===== config.mk =====
export PLATFORM = sky130hd
export DESIGN_NAME = dfc_tx_arb
export DESIGN_NICKNAME = d
export VERILOG_FILES = /design/src/rtl/dfc_tx_arb.sv
export SDC_FILE = /design/constraint.sdc
export NUM_CORES = 1
export LEC_CHECK = 0
export CORE_MARGIN = 8
export CORE_UTILIZATION = 44
export CTS_CLUSTER_SIZE = 40
export DETAILED_ROUTE_END_ITERATION = 7
export MAX_ROUTING_LAYER = met4
export PLACE_DENSITY = 0.76
export SLEW_MARGIN = 20
export SYNTH_ARGS = -nofsm -noshare
export SYNTH_HDL_FRONTEND = slang
export SYNTH_SLANG_ARGS = --single-unit

===== constraint.sdc =====
create_clock -name clk -period 2.4 [get_ports clk]
set_input_delay 0.48 -clock clk [delete_from_list [all_inputs] [get_ports clk]]
set_output_delay 0.48 -clock clk [all_outputs]
set_load 0.02 [all_outputs]

===== src/rtl/dfc_tx_arb.sv =====
// dfc_tx_arb: round-robin N-channel transmitter for the delayed-flow-control link.
// Each registered link word carries the channel it came from.
module dfc_tx_arb #(
   parameter int width  = 8,
   parameter int inputs = 4,
   parameter int cnt_w  = 16
) (
   input  logic                        clk,
   input  logic                        reset,
   input  logic [inputs-1:0]           c_srdy,
   input  logic [inputs*width-1:0]     c_data,
   output logic [inputs-1:0]           c_drdy,
   output logic                        p_vld,
   output logic [width-1:0]            p_data,
   output logic [$clog2(inputs)-1:0]   p_ch,
   input  logic                        p_fc_n,
   output logic [cnt_w-1:0]            tx_cnt,
   output logic [cnt_w-1:0]            stall_cnt
);

   localparam int cw = $clog2(inputs);
   localparam logic [cw:0] NIN = (cw+1)'(inputs);

   logic              fc_q;
   logic [cw-1:0]     last_q, last_d;
   logic              vld_q, vld_d;
   logic [width-1:0]  data_q, data_d;
   logic [cw-1:0]     ch_q, ch_d;
   logic [cnt_w-1:0]  tx_q, tx_d;
   logic [cnt_w-1:0]  stall_q, stall_d;

   logic              hit;
   logic              gnt;
   logic [cw-1:0]     gsel;
   logic [cw:0]       idx;
   logic              any_req;

   assign any_req = |c_srdy;

   // Search last+1, last+2, ... wrapping at inputs, so no index >= inputs appears.
   always_comb begin
      hit  = 1'b0;
      gsel = last_q;
      idx  = '0;
      for (int k = 1; k <= inputs; k++) begin
         idx = {1'b0, last_q} + (cw+1)'(k);
         if (idx >= NIN) idx = idx - NIN;
         if (!hit && c_srdy[idx[cw-1:0]]) begin
            hit  = 1'b1;
            gsel = idx[cw-1:0];
         end
      end
      gnt = hit & fc_q;
   end

   always_comb begin
      c_drdy = '0;
      if (gnt) c_drdy[gsel] = 1'b1;
   end

   always_comb begin
      vld_d   = gnt;
      data_d  = data_q;
      ch_d    = ch_q;
      last_d  = last_q;
      tx_d    = tx_q;
      stall_d = stall_q;
      if (gnt) begin
         data_d = c_data[int'(gsel)*width +: width];
         ch_d   = gsel;
         last_d = gsel;
         if (tx_q != '1) tx_d = tx_q + cnt_w'(1);
      end
      if (!fc_q && any_req && stall_q != '1)
         stall_d = stall_q + cnt_w'(1);
   end

   always_ff @(posedge clk or negedge reset) begin
      if (!reset) begin
         fc_q    <= 1'b0;
         last_q  <= cw'(inputs - 1);
         vld_q   <= 1'b0;
         data_q  <= '0;
         ch_q    <= '0;
         tx_q    <= '0;
         stall_q <= '0;
      end else begin
         fc_q    <= p_fc_n;
         last_q  <= last_d;
         vld_q   <= vld_d;
         data_q  <= data_d;
         ch_q    <= ch_d;
         tx_q    <= tx_d;
         stall_q <= stall_d;
      end
   end

   assign p_vld     = vld_q;
   assign p_data    = data_q;
   assign p_ch      = ch_q;
   assign tx_cnt    = tx_q;
   assign stall_cnt = stall_q;

endmodule


# After elaboration in Yosys (flattened, before gate mapping)
# Cells that the tools add are included.
[word_totals]
regBits = 46
input_bits = 39
[classes]
addsub = 10
magnitude_cmp = 10
n_eq_ne = 2
shift = 1
muxes = 23
bitwise = 1
n_reduce_logical = 12
[op_table]
columns = ["op", "count"]
rows = [
  ["$add A16 B1 Y16 const B", 2],
  ["$ne A16 B16 Y1 const B", 2],
  ["$shiftx A32 B6 Y8", 1],
  ["$mux W2", 8],
  ["$lt A2 B3 Y1 const B", 5],
  ["$ge A3 B3 Y1 const B", 4],
  ["$mux W1", 9],
  ["$bmux W1 S2", 4],
  ["$sub A2 B1 Y2 const B", 4],
  ["$add A2 B2 Y3 const B", 2],
  ["$logic_and A1 B1 Y1", 6],
  ["$logic_not A1 Y1", 4],
  ["$mux W4", 1],
  ["$reduce_or A4 Y1", 1],
  ["$add A2 B1 Y3 const B", 1],
  ["$add A2 B3 Y3 const B", 1],
  ["$demux W1 S2", 1],
  ["$ge A2 B1 Y1 const B", 1],
  ["$reduce_and A2 Y1", 1],
  ["$and A1 B1 Y1", 1],
]

# Longest topological paths before layout
# Gate-level depths: netlist of the first run.
[logic_depth]
word_depth = 20
mapped_depth = 7

# Least setup slack after synthesis of the first run
# Ideal clock, no wire load.
[synth_timing]
path_type = "register to output"
startpoint = "reg last_q[1]"
endpoint = "out c_drdy[0]"
arrival_ns = 1.699
required_time_ns = 1.920
setup_slack_ns = 0.221
stages_incl_launch_ff = 7
n_path_buf = 2
cell_sequence = "dfstp_2 > buf_2 > mux2i_1 > a221oi_2 > buf_2 > nand2_1 > nor2b_1"
[synth_between]
elab_chain_cells = 20
[synth_lines]
columns = ["element", "line", "rtl"]
rows = [
  ["from (decl)", "25", "logic [cw-1:0] last_q, last_d;"],
  ["from (signal assigned)", "81", "last_q <= cw'(inputs - 1);"],
  ["from (signal assigned)", "89", "last_q <= last_d;"],
  ["$add A2 B1 Y3", "46", "idx = {1'b0, last_q} + (cw+1)'(k);"],
  ["$ge A3 B3 Y1 / $sub A2 B1 Y2 (equally long branches)", "47", "if (idx >= NIN) idx = idx - NIN;"],
  ["$mux W2", "47", ""],
  ["$bmux W1 S2", "48", "if (!hit && c_srdy[idx[cw-1:0]]) begin"],
  ["$mux W1 (implied by the code)", "48", ""],
  ["$mux W1", "48", ""],
  ["$logic_not A1 Y1", "48", ""],
  ["$logic_and A1 B1 Y1", "48", ""],
  ["[... 4 more ...]", "-", ""],
  ["$logic_not A1 Y1", "48", ""],
  ["$logic_and A1 B1 Y1", "48", ""],
  ["$mux W2", "48", ""],
  ["$lt A2 B3 Y1 (implied by the code) / $ge A2 B1 Y1 (equally long branches)", "58", "if (gnt) c_drdy[gsel] = 1'b1;"],
  ["$logic_and A1 B1 Y1 (implied by the code)", "58", ""],
  ["$mux W1 (implied by the code)", "58", ""],
  ["$demux W1 S2", "58", ""],
  ["$mux W4 *", "58", ""],
  ["to (decl)", "12", "output logic [inputs-1:0] c_drdy,"],
]
# Every way passes the cells marked *; elsewhere a longest branch is shown, timed or not. The select of a mux whose other input is x is not followed.

# Final worst setup path of the first run
[layout_timing]
startpoint = "in c_srdy[2]"
endpoint = "out c_drdy[2]"
[layout_between]
elab_chain_cells = 17
[layout_lines]
columns = ["element", "line", "rtl"]
rows = [
  ["from (decl)", "10", "input logic [inputs-1:0] c_srdy,"],
  ["$bmux W1 S2", "48", ""],
  ["$mux W1 (implied by the code)", "48", ""],
  ["$mux W1", "48", ""],
  ["$logic_not A1 Y1", "48", ""],
  ["$logic_and A1 B1 Y1", "48", ""],
  ["$mux W1", "48", ""],
  ["$logic_not A1 Y1", "48", ""],
  ["$logic_and A1 B1 Y1", "48", ""],
  ["$mux W1", "48", ""],
  ["$logic_not A1 Y1", "48", ""],
  ["$logic_and A1 B1 Y1", "48", ""],
  ["$mux W2", "48", ""],
  ["$lt A2 B3 Y1 (implied by the code) / $ge A2 B1 Y1 (equally long branches)", "58", ""],
  ["$logic_and A1 B1 Y1 (implied by the code)", "58", ""],
  ["$mux W1 (implied by the code)", "58", ""],
  ["$demux W1 S2", "58", ""],
  ["$mux W4 *", "58", ""],
]
# Marked as above.

==> flow_summary.json, run 1 <==
{
  "setup_tns_ns": 0,
  "cpMaxStageDelayCell": "o41ai_4",
  "synthAdderAreaFrac_pct": 1.07,
  "crit_fanout": 4,
  "vias": 1977,
  "multi_input_area_sq_um": 1180,
  "synth_top_area_share_pct": 47.1,
  "grtUsageTotal_pct": 15.9,
  "synth_compound_area_share_pct": 11.7,
  "diodes": 0,
  "maxCapViolations": 0,
  "cts_buffer_depth": 2,
  "grt_pass1_vias": 2052,
  "peakVddDrop_mv": 0.630,
  "antenna_found_initial": 0,
  "io_buffers": 85,
  "wl_per_cell_um": 15.0,
  "crit_top_cell": "buf_4",
  "synth_commonest_cells": "dfrtp_1 (44), nor2_1 (21), xnor2_1 (20)",
  "path_clk_slew_ns": 0.08,
  "design_area_sq_um": 3540,
  "clock_sinks": 46,
  "cts_tree": "yes",
  "fillCellCount": 410,
  "final_util_pct": 69.4,
  "outcome": "complete, no violations",
  "synth_edf_count": 0,
  "start_util_pct": 45.8,
  "grt_max_degree": 25,
  "arrival_ns": 1.80,
  "insertion_delay_ns": 0.29,
  "finalSetupViolations": 0,
  "route.detailed.drc": 0,
  "placed_cell_area_sq_um": 3420,
  "muxShareOfSynthArea_pct": 9.25,
  "ys_seq_area_share_pct": 49.3,
  "regArea_sq_um": 1150,
  "placed_cells": 387,
  "layoutNonFillerInstCount": 395,
  "netlist_instances": 216,
  "cts_hold_buf": 0,
  "leakagePower_nw": 1.55,
  "cts_htree_levels": 2,
  "startpoint_type": "input pin",
  "drtAntennaViolNets": 0,
  "synthTopCellsByArea": "dfrtp_1 (47%), mux2i_1 (8.1%), xnor2_1 (7.5%)",
  "cts_buffers": 5,
  "hpwl_mm": 4.72,
  "area_growth_pct": 51.5,
  "synthArstFlopShare_pct": 100,
  "hold_path.class": "in2async",
  "worstPathRequired_ns": 1.92,
  "syn-num-nets": 257,
  "yosys.area_share.simple_pct": 16.1,
  "synth_area_per_cell_sq_um": 10.8,
  "pre_cts_ws_ns": -0.484,
  "max_freq_mhz": 438,
  "drv_slew": 0,
  "ys_warn_count": 0,
  "grt_setup_unrepaired": "true",
  "core_region_area_sq_um": 5110,
  "ys_ff_latch": 46,
  "synth_xor_area_share_pct": 10.5,
  "path_cells": "dlygate4sd2_1 > buf_4 > o41ai_4 > nor2_2 > and2_1 > buf_4",
  "power.total_mw": 2.94,
  "synth_cell_type_count": 40,
  "endpoint_kind": "output pin",
  "row_count": 26,
  "powerDensity_nw_per_um2": 829,
  "die_w_um": 88.9,
  "period_needed_ns": 2.28,
  "whs_ns": 0.152,
  "yosysTopAreaCell": "dfrtp_1",
  "finalClockSkew_ns": 0.00644,
  "grt.overflow.total": 0,
  "dr.pass1.iters": 4,
  "fin_crit_sh_pct": 95.1,
  "io_pins": 86,
  "crit_buf_inv": 3,
  "dieArea_sq_um": 7910,
  "drt_iter0_markers": 61,
  "yosys_most_used_dff": "dfrtp_1",
  "die_h_um": 88.9,
  "tightest_slew_ns": 0.523,
  "synth_top_family_by_area": "simple AND/OR/NAND/NOR gates",
  "critPathKind": "in2out",
  "slew_headroom_pct": 65.1,
  "synth_most_common_cell": "dfrtp_1",
  "critPathMaxStageDelay_ns": 0.45,
  "drive_gt1_share_pct": 15.1,
  "nets": 365,
  "grt_pass1_wl_mm": 9.57,
  "root_buffer": "clkbuf_8",
  "cp_top_family": "buffers and inverters",
  "routed_wl_mm": 5.94,
  "via_per_inst": 5.01,
  "synthesis.area_sq_um": 2340,
  "gp_congestion": 0.812,
  "hold_viol": 0,
  "fin_ws_ns": 0.119
}
## cell usage in the layout, fill, tap and decap left out, types with 4 or more instances in the layout
| cell type | netlist | final |
|---|---|---|
| a21boi_0 | 4 | 4 |
| a21boi_1 | 5 | 5 |
| a31oi_1 | 10 | 10 |
| and3_1 | 5 | 5 |
| buf_4 | 1 | 25 |
| clkbuf_8 | 0 | 5 |
| clkdlybuf4s50_1 | 0 | 76 |
| dfrtp_1 | 44 | 44 |
| dlygate4sd2_1 | 0 | 4 |
| mux2i_1 | 19 | 17 |
| nand2_1 | 17 | 17 |
| nand3_1 | 8 | 8 |
| nand4_1 | 7 | 7 |
| nor2_1 | 21 | 20 |
| nor3_1 | 6 | 5 |
| xnor2_1 | 20 | 20 |
| xor2_1 | 8 | 8 |
## area by class of cell
cell class / instances / share of cell area [%]
clock buffers: 7 / 2.15
clock inverters: 1 / 0.847
inverters: 4 / 0.424
multi-input cells: 159 / 33.2
flip-flops and latches: 46 / 32.5
well taps: 70 / 2.47
repair buffers: 108 / 28.3
## registers in the layout, indices dropped and copies added, names as in the netlist
register and count:
fc_q 1, last_q 2, p_ch 2, p_data 8, p_vld 1, stall_cnt 16, tx_cnt 16
## report_power, final
group | total, mW | internal [mW] | leakage, nW | switching [mW]
Sequential | 1.15 | 0.954 | 0.574 | 0.197
Combinational | 1.23 | 0.653 | 0.921 | 0.578
Clock | 0.557 | 0.312 | 0.0524 | 0.245
## cells by family (layout without fill, tap and decap cells)
group	count (synthesis)	count (layout)
multiplexers	21	21
buffers and inverters	11	120
XOR/XNOR	28	28
adder cells (fa/ha/maj)	2	2
AND/OR/NAND/NOR	76	76
AO/OA/AOI/OAI	32	32
flip-flops	46	46
## metal layers
| metal | GRT usage (%) | wire length [um] | up-vias |
|---|---|---|---|
| met5 | - | 0 | - |
| met4 | 5.22 | 44 | 0 |
| met3 | 3.49 | 233 | 6 |
| met2 | 26.7 | 3170 | 48 |
| met1 | 18.2 | 2490 | 936 |
| li1 | - | - | 987 |
## final timing paths
check / slack, ns / depth (start not counted) / to / from
min: 0.15 / 1 / tx_cnt[0] / reset
max in group asynchronous: 1.59 / 2 / p_data[6] / reset
min in group clk: 0.49 / 1 / stall_cnt[15] / stall_cnt[15]
min reg2reg: 0.49 / 1 / stall_cnt[15] / stall_cnt[15]
max: 0.12 / 6 / c_drdy[2] / c_srdy[2]
max reg2reg: 0.36 / 7 / p_data[7] / last_q[1]
## timing repair
action / 4_1_cts / 5_1_grt
pin swaps: 2 / 2
gates resized for setup: 21 / 12
setup buffers: 0 / 0
endpoints found under the hold margin: 0 / 0
setup endpoints to repair: 4 / 4
Power figures use the tool's default switching activity.
==> run 2: changes to the inputs <==
--- a/config.mk
+++ b/config.mk
@@ -5,12 +5,13 @@
 export SDC_FILE = /design/constraint.sdc
 export NUM_CORES = 1
 export LEC_CHECK = 0
+export ABC_AREA = 1
 export CORE_MARGIN = 8
-export CORE_UTILIZATION = 44
+export CORE_UTILIZATION = 47
 export CTS_CLUSTER_SIZE = 40
 export DETAILED_ROUTE_END_ITERATION = 7
 export MAX_ROUTING_LAYER = met4
-export PLACE_DENSITY = 0.76
+export PLACE_DENSITY = 0.78
 export SLEW_MARGIN = 20
 export SYNTH_ARGS = -nofsm -noshare
 export SYNTH_HDL_FRONTEND = slang
==> run 2 against run 1 <==
  * The flow now finishes with violations (negative setup slack)
  * Clock-buffer cell count unchanged
  * Clock power decreased by 5.4%
  * Register-to-register slack got worse by 0.03 ns
  * Critical path depth up 4
  * Sequential share of layout area is 5.3 points lower
  * Critical path type unchanged
  * Largest cell class unchanged
  * Highest routed layer unchanged
==> flow_summary.json, run 2 <==
{
  "outcome": "complete, but fails checks",
  "violations": "negative setup slack",
  "synthesis.area_sq_um": 2770,
  "yosysTopAreaCell": "dfrtp_1",
  "path_clk_slew_ns": 0.09,
  "leakagePower_nw": 2.11,
  "synth_area_per_cell_sq_um": 7.30,
  "arrival_ns": 1.99,
  "wl_per_cell_um": 14.1,
  "via_per_inst": 5.04,
  "startpoint_type": "input pin",
  "dr.pass1.iters": 4,
  "cts_tree": "yes",
  "slew_headroom_pct": 62.2,
  "ys_warn_count": 0,
  "grt.overflow.total": 0,
  "io_buffers": 85,
  "placed_cell_area_sq_um": 3850,
  "layoutNonFillerInstCount": 574,
  "netlist_instances": 379,
  "critPathKind": "in2out",
  "hold_path.class": "in2async",
  "grt_pass1_vias": 2640,
  "synth_commonest_cells": "nand2_1 (126), nand3_1 (50), dfrtp_1 (44)",
  "tightest_slew_ns": 0.567,
  "endpoint_kind": "output pin",
  "drv_slew": 0,
  "placed_cells": 558,
  "core_region_area_sq_um": 5820,
  "synth_cell_type_count": 27,
  "ys_seq_area_share_pct": 41.7,
  "synthArstFlopShare_pct": 100,
  "drtAntennaViolNets": 0,
  "peakVddDrop_mv": 0.742,
  "synth_top_area_share_pct": 39.8,
  "max_freq_mhz": 405,
  "synthTopCellsByArea": "dfrtp_1 (40%), nand2_1 (17%), nand3_1 (9.0%)",
  "antenna_found_initial": 0,
  "routed_wl_mm": 8.08,
  "yosys_most_used_dff": "dfrtp_1",
  "whs_ns": 0.254,
  "mostFrequentLayoutCells": "nand2_1 (102), clkdlybuf4s50_1 (79), nand3_1 (47)",
  "cts_hold_buf": 0,
  "crit_fanout": 4,
  "grt_setup_unrepaired": "true",
  "io_pins": 86,
  "finalClockSkew_ns": 0.00983,
  "root_buffer": "clkbuf_8",
  "hold_viol": 0,
  "hpwl_mm": 5.73,
  "row_count": 28,
  "clock_sinks": 46,
  "finalSetupViolations": 4,
  "die_w_um": 92.7,
  "cts_buffer_depth": 2,
  "synth_edf_count": 0,
  "synth_most_common_cell": "nand2_1",
  "powerDensity_nw_per_um2": 1240,
  "design_area_sq_um": 4240,
  "fin_ws_ns": -0.0720,
  "ys_ff_latch": 46,
  "grt_max_degree": 47,
  "period_needed_ns": 2.47,
  "vias": 2893,
  "fin_crit_sh_pct": 103,
  "final_util_pct": 72.8,
  "pre_cts_ws_ns": -0.496,
  "maxCapViolations": 0,
  "diodes": 0,
  "grtUsageTotal_pct": 18.2,
  "insertion_delay_ns": 0.30,
  "cts_htree_levels": 2,
  "syn-num-nets": 420,
  "area_growth_pct": 53.0,
  "route.detailed.drc": 0,
  "nets": 539,
  "cts_buffers": 5,
  "final_common_cell": "nand2_1",
  "drt_iter0_markers": 106,
  "drive_gt1_share_pct": 20.2,
  "grt_pass1_wl_mm": 12.6,
  "worstPathRequired_ns": 1.92,
  "dieArea_sq_um": 8600,
  "die_h_um": 92.7,
  "gp_congestion": 0.850,
  "start_util_pct": 47.6
}
[run 2: cell count changes after synthesis, moves of 5 or more]
cell      delta
xnor2_1     -13
o21ai_0      +8
a21boi_1     -5
inv_1       +39
mux2i_1     -19
nor2_1       +7
nand2_2      +8
xor2_1      +11
nand3_1     +42
nand2_1    +109
a31oi_1     -10
[run 2: metrics by stage]
step / power, mW / setup TNS [ns]
floorplan: 2.90 / 0
global placement: 4.00 / -1.82
detailed placement: 4.07 / -2.05
CTS: 4.85 / -0.0427
global route: 5.62 / -0.624
finish: 5.24 / -0.252
[run 2: cell type report]
type	count	area, sq um
Multi-Input combinational cell	281	1590
Fill cell	471	1580
Sequential cell	46	1150
Timing Repair Buffer	117	1110
Inverter	47	184
Clock buffer	7	96.3
Tap cell	75	93.8
Clock inverter	1	8.76
[run 2: what timing repair did]
item,CTS,global route
pin swaps,10,24
gates resized for setup,42,40
setup endpoints to repair,4,4
buffers inserted,6,2
[run 2: worst paths after layout]
check	start	to	slack, ns	depth (start not counted)
setup / recovery	c_srdy[2]	c_drdy[1]	-0.07	10
hold / removal	reset	tx_cnt[13]	0.25	2
setup reg to reg	last_q[0]	last_q[1]	0.33	14
hold reg to reg	p_data[5]	p_data[5]	0.48	2
max in group asynchronous	reset	p_data[1]	1.75	2
min in group clk	p_data[5]	p_data[5]	0.48	2
[run 2: cell families after synthesis]
group / count (synthesis) / synth area share (%)
AO/OA/AOI/OAI: 15 / 2.71
flip-flops: 46 / 41.7
XOR/XNOR: 26 / 8.23
adder cells (fa/ha/maj): 2 / 0.904
AND/OR/NAND/NOR: 238 / 38.5
buffers and inverters: 52 / 7.96
[run 2: worst max-delay path: stages]
cell and delay [ns]:
clkdlybuf4s50_1 0.54, nand2_2 0.10, nand3_4 0.10, nand2_4 0.09
o21ai_2 0.18, nand2_1 0.09, nand2_2 0.10, nand2_4 0.08
nor2_4 0.11, buf_6 0.12
[run 2: where the power goes]
part	switching, mW	internal (mW)	total [mW]
combinational	1.97	1.52	3.49
sequential	0.225	1.00	1.23
clock	0.263	0.264	0.527
[run 2: routing by layer]
metal	track usage [%]	up-vias	wire length (um)
met5	-	-	0
met4	4.97	0	122
met3	3.72	17	525
met2	28.6	96	3800
met1	23.4	1351	3630
li1	-	1429	-
==> patch, RTL diff (config.mk and constraints of run 2) <==
Put one more register stage on the output `tx_cnt`, without a reset. The value now appears one clock later. The other outputs are not delayed to match.
--- a/src/rtl/dfc_tx_arb.sv
+++ b/src/rtl/dfc_tx_arb.sv
@@ -99,5 +99,7 @@
    assign p_data    = data_q;
    assign p_ch      = ch_q;
-   assign tx_cnt    = tx_q;
+   always_ff @(posedge clk) begin
+      tx_cnt <= tx_q;
+   end
    assign stall_cnt = stall_q;
 
Check against the original RTL: not equivalent (Yosys sat finds a counterexample within 4 cycles, from zero or initial values and one cycle with reset low).
==> patch against run 2 <==
  * The flow still finishes with violations (setup timing)
  * Utilization down 3.4 points
  * Sequential power up 31%
  * Cell count up 4.7%
  * Die area up 14%
  * Sequential cell count up 16
  * Design area up 10%
  * Largest cell class unchanged
  * Setup slack worse by 0.043 ns
  * Register-to-register slack better by 0.04 ns
  * Worst hold slack worse by 0.12 ns
  * Area after synthesis up 17%
  * Routed wire length up 11%
  * Largest power group unchanged
  * Synthesized cell count up 3.7%
  * Power up 14%
  * Highest routed layer unchanged
==> patch: results <==
[setup_path]
rr_worst_depth = 15
r2r_setup_slack_ns = 0.37
worstReg2RegEnd = "p_data[5]$_DFFE_PN0P_"
cp-startpoint = "c_srdy[1]"
critPathTopFamily = "buffers and inverters"

[drt]
met3_length_um = 503
num_vias = 3137
wl_met1_mm = 3.995
drt_iter0_drc = 98
via_per_inst = 5.220
wl_met2_mm = 4.349

[layout]
final-nonclk-buf-share_pct = 24.24
fillerInstances = 536
drive_gt1_share_pct = 19.77
multi_input_gates = 288
clock_buffers = 11
n_all_buffers = 120
clkCellAreaFrac_pct = 4.106
seq_share_pct = 31.62
multi_input_area_share_pct = 34.97
num-nonclk-inverters = 35

[clock_network]
clk_latency_ns = 0.33
clk_pin_slew_worst_paths_ns = 0.06
cts_made_buffers = 9
post_cts_buffers = 7

[place]
place_congestion = 0.9153
post-place-ws_ns = -0.5406
dp_hpwl_mm = 6.648
dpl_cell_area_sq_mm = 0.004309
dp.cells = 577

[status]
violations = "setup timing"
outcome = "finished, violations left"

[logic_synthesis]
synth.net_count = 434
synthTopCellsByCount = "nand2_1 (101), nand3_1 (58), dfrtp_1 (44)"
synth_cell_types = 29
async_reset_ff_share_pct = 74.19
syn_inst = 393
ys_seq_area_share_pct = 45.50
synth_seq_cells = 62

[timing]
fin_setup_tns_ns = -0.3569
fin_skew_ns = 0.006414
setup_viol = 4
setup_slack_ns = -0.1152
worstMarginPinSlew_ns = 0.5413

[global_route]
use_met2_pct = 30.77
met3_usage_pct = 4.299
grt_pass1_wl_mm = 14.92
use_met1_pct = 23.52
grt_pass1_vias = 3085

[power]
cellLeakagePower_nw = 2.135
vdd_ir_drop_max_v = 0.0006969
-- patch: kinds of logic after synthesis --
family          count (synthesis)  synth area share (%)
fa+ha+maj                       2                0.7724
compound gates                 21                 3.244
buf+inv                        43                 6.952
simple gates                  236                 35.69
xor+xnor                       29                 7.841
flops                          62                 45.50
-- patch: worst min path at each step --
stage	depth (start not counted)	startpoint	slack, ns	endpoint
floorplan	0	reset	0.18	fc_q$_DFF_PN0_
global placement	0	tx_q[9]$_DFFE_PN0P_	0.36	tx_cnt[9]$_DFF_P_
detailed placement	0	tx_q[9]$_DFFE_PN0P_	0.36	tx_cnt[9]$_DFF_P_
CTS	1	reset	0.15	p_ch[0]$_DFFE_PN0P_
global route	1	reset	0.16	p_ch[0]$_DFFE_PN0P_
finish	1	reset	0.13	stall_cnt[4]$_DFFE_PN0P_
-- patch: power breakdown --
group          leakage [nW]  internal, W  switching, W
clock                 0.103     0.000500      0.000371
combinational          1.33      0.00150       0.00198
sequential            0.702      0.00135      0.000258
